[src/rtl/nsas_pkg.sv]
// Shared definitions for the nibble-serial add/subtract sequencer.
//   state_t  : sequencer states (IDLE, RUN, DONE)
//   NIB_BITS : bits handled per slice operation
//   clog2    : ceiling log2 used to size the nibble counter (never below 1)
package nsas_pkg;

  typedef enum logic [1:0] {IDLE, RUN, DONE} state_t;

  localparam int NIB_BITS = 4;

  // Returns at least 1 so a single-nibble counter still has a legal width.
  function automatic int clog2(input int value);
    int r;
    r = 0;
    while ((1 << r) < value) r++;
    return (r < 1) ? 1 : r;
  endfunction

endpackage

[src/rtl/nibble_serial_addsub_if.sv]
// Operand/result handshake bundle for nibble_serial_addsub.
//   start/sub/opa/opb : request side, driven by the requester (master)
//   ready/result/co/oflow/done : response side, driven by the sequencer (slave)
interface nibble_serial_addsub_if #(parameter int WIDTH = 16);

  logic             start;
  logic             ready;
  logic             sub;
  logic [WIDTH-1:0] opa;
  logic [WIDTH-1:0] opb;
  logic [WIDTH-1:0] result;
  logic             co;
  logic             oflow;
  logic             done;

  modport master (output start, sub, opa, opb,
                  input  ready, result, co, oflow, done);

  modport slave  (input  start, sub, opa, opb,
                  output ready, result, co, oflow, done);

endinterface

[src/rtl/nibble_shreg.sv]
// Loadable right shift register that moves NIB_BITS bits per shift.
//   clk, rst  : clock, asynchronous active-high reset (clears to 0)
//   load      : load load_val (takes priority over shift)
//   shift     : shift right by NIB_BITS, shift_in enters at the MSB nibble
//   q         : register contents
module nibble_shreg
  import nsas_pkg::*;
#(
  parameter int WIDTH = 16
) (
  input  logic                clk,
  input  logic                rst,
  input  logic                load,
  input  logic [WIDTH-1:0]    load_val,
  input  logic                shift,
  input  logic [NIB_BITS-1:0] shift_in,
  output logic [WIDTH-1:0]    q
);

  logic [WIDTH-1:0] data_q, data_d;

  always_comb begin
    data_d = data_q;
    if (load) begin
      data_d = load_val;
    end else if (shift) begin
      data_d = {shift_in, data_q[WIDTH-1:NIB_BITS]};
    end
  end

  always_ff @(posedge clk or posedge rst) begin
    if (rst) begin
      data_q <= '0;
    end else begin
      data_q <= data_d;
    end
  end

  assign q = data_q;

endmodule

[src/rtl/nibble_serial_addsub.sv]
// Nibble-serial WIDTH-bit signed add/subtract sequencer driving an external 4-bit
// addsub slice, LSB nibble first, with the slice carry chained between nibbles.
//   clk, rst        : clock, asynchronous active-high reset
//   bus (slave)     : start/ready handshake, sub/opa/opb request, result/co/oflow/done
//   slice_a/b       : current operand nibbles (b uninverted; the slice applies sub)
//   slice_sub/ci    : registered operation and chained carry-in
//   slice_z/co/oflow: slice sum nibble, carry-out, signed overflow (last nibble only)
// Optional feature: define NSAS_SATURATE_EN to clamp result on signed overflow.
module nibble_serial_addsub
  import nsas_pkg::*;
#(
  parameter int WIDTH = 16
) (
  input  logic                  clk,
  input  logic                  rst,
  nibble_serial_addsub_if.slave bus,
  output logic [NIB_BITS-1:0]   slice_a,
  output logic [NIB_BITS-1:0]   slice_b,
  output logic                  slice_sub,
  output logic                  slice_ci,
  input  logic [NIB_BITS-1:0]   slice_z,
  input  logic                  slice_co,
  input  logic                  slice_oflow
);

  localparam int NIB   = WIDTH / NIB_BITS;
  localparam int CNT_W = clog2(NIB);
  localparam logic [CNT_W-1:0] LAST_CNT = CNT_W'(NIB - 1);

  state_t           state_q, state_d;
  logic [CNT_W-1:0] cnt_q, cnt_d;
  logic             sub_q, sub_d;
  logic             carry_q, carry_d;
  logic             co_q, co_d;
  logic             oflow_q, oflow_d;

  logic             accept;
  logic             run;
  logic             last;
  logic [WIDTH-1:0] a_sh, b_sh, result_sh;
  logic             res_load;
  logic [WIDTH-1:0] res_load_val;
  logic             unused_hi;

  assign accept = (state_q == IDLE) && bus.start;
  assign run    = (state_q == RUN);
  assign last   = run && (cnt_q == LAST_CNT);

  always_comb begin
    state_d = state_q;
    cnt_d   = cnt_q;
    sub_d   = sub_q;
    carry_d = carry_q;
    co_d    = co_q;
    oflow_d = oflow_q;
    case (state_q)
      IDLE: begin
        if (bus.start) begin
          state_d = RUN;
          cnt_d   = '0;
          sub_d   = bus.sub;
          // Subtract is a + ~b + 1: the +1 enters as the first carry-in.
          carry_d = bus.sub;
          co_d    = 1'b0;
          oflow_d = 1'b0;
        end
      end
      RUN: begin
        carry_d = slice_co;
        cnt_d   = cnt_q + 1'b1;
        if (cnt_q == LAST_CNT) begin
          co_d    = slice_co;
          oflow_d = slice_oflow;
          state_d = DONE;
        end
      end
      DONE: begin
        state_d = IDLE;
      end
      default: begin
        state_d = IDLE;
      end
    endcase
  end

  always_ff @(posedge clk or posedge rst) begin
    if (rst) begin
      state_q <= IDLE;
      cnt_q   <= '0;
      sub_q   <= 1'b0;
      carry_q <= 1'b0;
      co_q    <= 1'b0;
      oflow_q <= 1'b0;
    end else begin
      state_q <= state_d;
      cnt_q   <= cnt_d;
      sub_q   <= sub_d;
      carry_q <= carry_d;
      co_q    <= co_d;
      oflow_q <= oflow_d;
    end
  end

`ifdef NSAS_SATURATE_EN
  // opa's sign is lost from a_sh as it shifts, so keep it for the clamp direction.
  logic a_sign_q, a_sign_d;

  always_comb begin
    a_sign_d = accept ? bus.opa[WIDTH-1] : a_sign_q;
  end

  always_ff @(posedge clk or posedge rst) begin
    if (rst) begin
      a_sign_q <= 1'b0;
    end else begin
      a_sign_q <= a_sign_d;
    end
  end

  // Clamp overrides the final shift when the full-width operation overflows.
  always_comb begin
    res_load     = accept;
    res_load_val = '0;
    if (last && slice_oflow) begin
      res_load     = 1'b1;
      res_load_val = a_sign_q ? {1'b1, {(WIDTH-1){1'b0}}} : {1'b0, {(WIDTH-1){1'b1}}};
    end
  end
`else
  always_comb begin
    res_load     = accept;
    res_load_val = '0;
  end
`endif

  nibble_shreg #(.WIDTH(WIDTH)) u_a_sh (
    .clk      (clk),
    .rst      (rst),
    .load     (accept),
    .load_val (bus.opa),
    .shift    (run),
    .shift_in ('0),
    .q        (a_sh)
  );

  nibble_shreg #(.WIDTH(WIDTH)) u_b_sh (
    .clk      (clk),
    .rst      (rst),
    .load     (accept),
    .load_val (bus.opb),
    .shift    (run),
    .shift_in ('0),
    .q        (b_sh)
  );

  // Sum nibbles enter at the top, so after NIB shifts the LSB nibble lands at the bottom.
  nibble_shreg #(.WIDTH(WIDTH)) u_result_sh (
    .clk      (clk),
    .rst      (rst),
    .load     (res_load),
    .load_val (res_load_val),
    .shift    (run),
    .shift_in (slice_z),
    .q        (result_sh)
  );

  // Only the low nibble of each operand register ever reaches the slice.
  assign unused_hi = ^{a_sh[WIDTH-1:NIB_BITS], b_sh[WIDTH-1:NIB_BITS]};

  assign slice_a   = run ? a_sh[NIB_BITS-1:0] : '0;
  assign slice_b   = run ? b_sh[NIB_BITS-1:0] : '0;
  assign slice_sub = run & sub_q;
  assign slice_ci  = run & carry_q;

  assign bus.ready  = (state_q == IDLE);
  assign bus.done   = (state_q == DONE);
  assign bus.result = result_sh;
  assign bus.co     = co_q;
  assign bus.oflow  = oflow_q;

endmodule
[src/flat_wrapper.sv]
// flat-port wrapper written by rule: the top's interface ports become plain ports
module nibble_serial_addsub_flat import nsas_pkg::*;
#(
  parameter int WIDTH = 16
)
  (clk, rst, slice_a, slice_b, slice_sub, slice_ci, slice_z, slice_co, slice_oflow, bus_start, bus_sub, bus_opa, bus_opb, bus_ready, bus_result, bus_co, bus_oflow, bus_done);
  nibble_serial_addsub_if #(.WIDTH(WIDTH)) bus_i ();
  input  logic clk;
  input  logic rst;
  output logic [NIB_BITS-1:0] slice_a;
  output logic [NIB_BITS-1:0] slice_b;
  output logic slice_sub;
  output logic slice_ci;
  input  logic [NIB_BITS-1:0] slice_z;
  input  logic slice_co;
  input  logic slice_oflow;
  input wire logic [$bits(bus_i.start)-1:0] bus_start;
  input wire logic [$bits(bus_i.sub)-1:0] bus_sub;
  input wire logic [$bits(bus_i.opa)-1:0] bus_opa;
  input wire logic [$bits(bus_i.opb)-1:0] bus_opb;
  output wire logic [$bits(bus_i.ready)-1:0] bus_ready;
  output wire logic [$bits(bus_i.result)-1:0] bus_result;
  output wire logic [$bits(bus_i.co)-1:0] bus_co;
  output wire logic [$bits(bus_i.oflow)-1:0] bus_oflow;
  output wire logic [$bits(bus_i.done)-1:0] bus_done;
  assign bus_i.start = bus_start;
  assign bus_i.sub = bus_sub;
  assign bus_i.opa = bus_opa;
  assign bus_i.opb = bus_opb;
  assign bus_ready = bus_i.ready;
  assign bus_result = bus_i.result;
  assign bus_co = bus_i.co;
  assign bus_oflow = bus_i.oflow;
  assign bus_done = bus_i.done;
  nibble_serial_addsub #(.WIDTH(WIDTH)) u_core (.clk(clk), .rst(rst), .bus(bus_i), .slice_a(slice_a), .slice_b(slice_b), .slice_sub(slice_sub), .slice_ci(slice_ci), .slice_z(slice_z), .slice_co(slice_co), .slice_oflow(slice_oflow));
endmodule
[config.mk]
export PLATFORM = sky130hd
export DESIGN_NAME = nibble_serial_addsub_flat
export DESIGN_NICKNAME = d
export VERILOG_FILES = /design/src/rtl/nsas_pkg.sv /design/src/rtl/nibble_serial_addsub_if.sv /design/src/rtl/nibble_shreg.sv /design/src/rtl/nibble_serial_addsub.sv /design/src/flat_wrapper.sv
export SDC_FILE = /design/constraint.sdc
export NUM_CORES = 1
export LEC_CHECK = 0
export ABC_CLOCK_PERIOD_IN_PS = 3600
export CAP_MARGIN = 20
export CORE_ASPECT_RATIO = 1.75
export CORE_MARGIN = 2
export CORE_UTILIZATION = 50
export CTS_BUF_LIST = sky130_fd_sc_hd__clkbuf_8 sky130_fd_sc_hd__clkbuf_16
export DETAILED_ROUTE_END_ITERATION = 6
export PLACE_DENSITY = 0.9
export SLEW_MARGIN = 40
export SYNTH_ARGS = -nofsm -noshare
export SYNTH_HDL_FRONTEND = slang
export SYNTH_SLANG_ARGS = --single-unit
export TNS_END_PERCENT = 20
[constraint.sdc]
create_clock -name clk -period 3.6 [get_ports clk]
set_input_delay 1.08 -clock clk [delete_from_list [all_inputs] [get_ports clk]]
set_output_delay 1.08 -clock clk [all_outputs]
set_load 0.01 [all_outputs]
==> reports/summary.txt <==
Clock transition at the registers of the reported paths - 90 ps
Yosys reg bits - 56
Kind of end point of the critical path - output pin
Internal cell power - 1.785 mW
Area contributors post-synth - dfrtp_1 (58%), o22ai_1 (12%), a22o_1 (7.2%)
Crit-path max cell delay - 530 ps
Total of max-cap violations - 0
Area occupied by multi-input gates - 900.9 µm²
CP max FO - 26
CP cell instances - buf_4 > inv_2 > nor2_4 > and2_1 > clkdlybuf4s50_1
Count leader, synth - dfrtp_1
# IOs - 72
Gr ovfl total - 0
Post-CTS setup buffer count - 0
Post-synth EDFFs - 0
Final-layout fill cell count - 340
Seq. cell area - 1401 µm²
Clk sinks - 56
Busiest grt layer - met2
Reg power frac - 0.402
Final worst-path cycle share - 0.8725
Area after DPL - 3153 µm²
Largest net degree at the start of global routing - 29
H-Tree Depth - 2
Final core occ - 0.6964
Detailed-route DRC error count - 0
Vias in the first global route - 1,995
Fin nets - 333
Skew final - 7.767 ps
Most common flop cell mapped by yosys - dfrtp_1
Post-synth top cells - dfrtp_1 (56), o22ai_1 (48), a21oi_1 (26)
Yosys top cell by area - dfrtp_1
Row cnt - 33
Synthesized instance count - 224
Post-CTS resize count - 0
Lkg Pwr - 1.355 nW
Top-area cell type share of the netlist area - 0.5788
Hold WC Path Type - reg -> reg
Setup TNS - 0 ps
Crit path arrival time - 2060 ps
GRT Total Usage - 0.2277
Met2 Usage GRT - 0.3828
Via/cell ratio - 5.974
CTS tree - yes
Total die area - 5436 µm²
Kind of critical path - reg -> out
Switching power - 1.045 mW
Synth warn - 0
Final hold slack - 507.9 ps
Layout cells sized above 1 - 0.07241
M1 GR Usage - 0.2818
WL/cell - 17.14 µm
CP Launch Type - register
Seq/Total Area, Yosys - 0.5788
RSZ-0062 raised after global routing - no
First-pass GRT wire length - 9542 µm
DRT iter0 DRCs - 54
Fin. max-slew vios - 0
DRT Pass-1 Iters - 4
Status - finished, final reports clean
Total Power - 2.830 mW
Met3 Use GR - 0.04570
Synth async-reset ratio - 1.000
Routability-driven placement congestion ratio - 0.7417
Fmax - 318.4 MHz
Slew @ Worst Pin - 595.8 ps
Total CTS buffers - 5
Final instance area - 3249 µm²
Antenna violations before repair - 0
Clk buf depth - 2
Power Density - 870.9 nW/µm²
Post-Synthesis Cell Area - 2421 µm²
Sw Share - 0.3693
Routed via count - 2,043
Number of endpoints failing setup at the final stage - 0
DP Wirelength - 4132 µm
Slowest CP cell - clkdlybuf4s50_1
Layout area overhead - 34.21%
Diode count - 0
Final wirelength - 5862 µm
Clock Root Buffer - clkbuf_8
Final Hold Fails - 0
Initial Util - 0.5189
Min Tclk post-route - 3141 ps
Core area - 4666 µm²
Syn avg cell area - 10.81 µm²
Clock group share of total power - 0.130
Worst Path Required - 2520 ps
Die H - 96.05 µm
Clk_lat worst skew - 310 ps
Peak VDD IR - 0.0006265 V
Max-slew headroom - 0.6028
Die X - 56.60 µm
Library cells used by synthesis - 23
Net Count, Synth - 267
Final ANT Viol Nets - 0
Port Buffers - 71
Hold-fix buffers, CTS - 0
Comb pwr share - 0.468
## flip-flops by register name, summed over array words and instances, names as in the netlist
register / cells
u_core.u_a_sh.q: 16
u_core.u_b_sh.q: 16
u_core.u_result_sh.q: 16
u_core.cnt_q: 2
u_core.state_q: 2
u_core.bus.co: 1
u_core.bus.oflow: 1
u_core.carry_q: 1
u_core.sub_q: 1
## final cells by class
class                      instances  share of cell area
inverter                           4            0.004621
multi-input combinational        144              0.2772
sequential                        56              0.4313
tap                               52             0.02002
clock buffer                       7             0.02965
timing repair buffer              79              0.2372
## final timing paths
path	startpoint	to	slack (ps)	depth (start not counted)
max	u_core.state_q[0]	slice_sub	460	5
min	u_core.bus.co	u_core.bus.co	510	2
max reg2reg	u_core.state_q[1]	u_core.u_b_sh.q[11]	1720	4
min reg2reg	u_core.bus.co	u_core.bus.co	510	2
max in group asynchronous	rst	u_core.u_a_sh.q[8]	1930	3
min in group asynchronous	rst	u_core.u_b_sh.q[14]	1060	2
## cells in the final DEF, fill, tap and decap left out, drive strengths merged
master	Yosys	layout
ha	1	1
o21ai	11	11
o32ai	1	1
mux2	1	1
a21oi	26	26
a22o	20	20
nand2	10	10
nor2	6	6
clkbuf	7	7
nor2b	3	3
dfrtp	56	56
a32oi	2	2
clkdlybuf4s50	0	71
inv	4	4
o22ai	48	48
and2	11	11
o21bai	1	1
buf	13	8
nand2b	3	3
## kinds of logic after synthesis
group,after synthesis,share of synthesized area
AOI/OAI and AO/OA,109,0.2884
adders and majority gates,1,0.005167
buffers and inverters,24,0.05013
DFF,56,0.5788
muxes,1,0.004651
and+or+nand+nor,33,0.07287
## power by group through the flow
stage	Combinational, mW	Clock (mW)	Sequential, mW
3_3_place_gp	1.29	0	1.13
4_1_cts	1.33	0.375	1.14
5_1_grt	1.45	0.402	1.18
3_5_place_dp	1.33	0	1.14
6_report	1.33	0.367	1.14
2_1_floorplan	0.792	0	1.13
## metal layers
| layer | part of all wire | wire, µm | vias to the layer above |
|---|---|---|---|
| li1 | - | - | 972 |
| met3 | 0.049 | 287 | 8 |
| met1 | 0.40 | 2351 | 999 |
| met2 | 0.53 | 3125 | 64 |
| met4 | 0.017 | 97 | 0 |
| met5 | 0 | 0 | - |
## worst max-delay path, delay by kind of cell (launching register included)
family,cells,cell delay (ps)
buffers and inverters,3,960
flip-flops,1,340
AND/OR/NAND/NOR,2,450
## metrics by stage
stage / instances / setup WS [ps]
floorplan: 224 / 1149
global placement: 335 / 796.3
detailed placement: 335 / 778.9
CTS: 342 / 431.1
global route: 342 / 309.3
finish: 342 / 458.9
(Power assumes the default switching activity.)
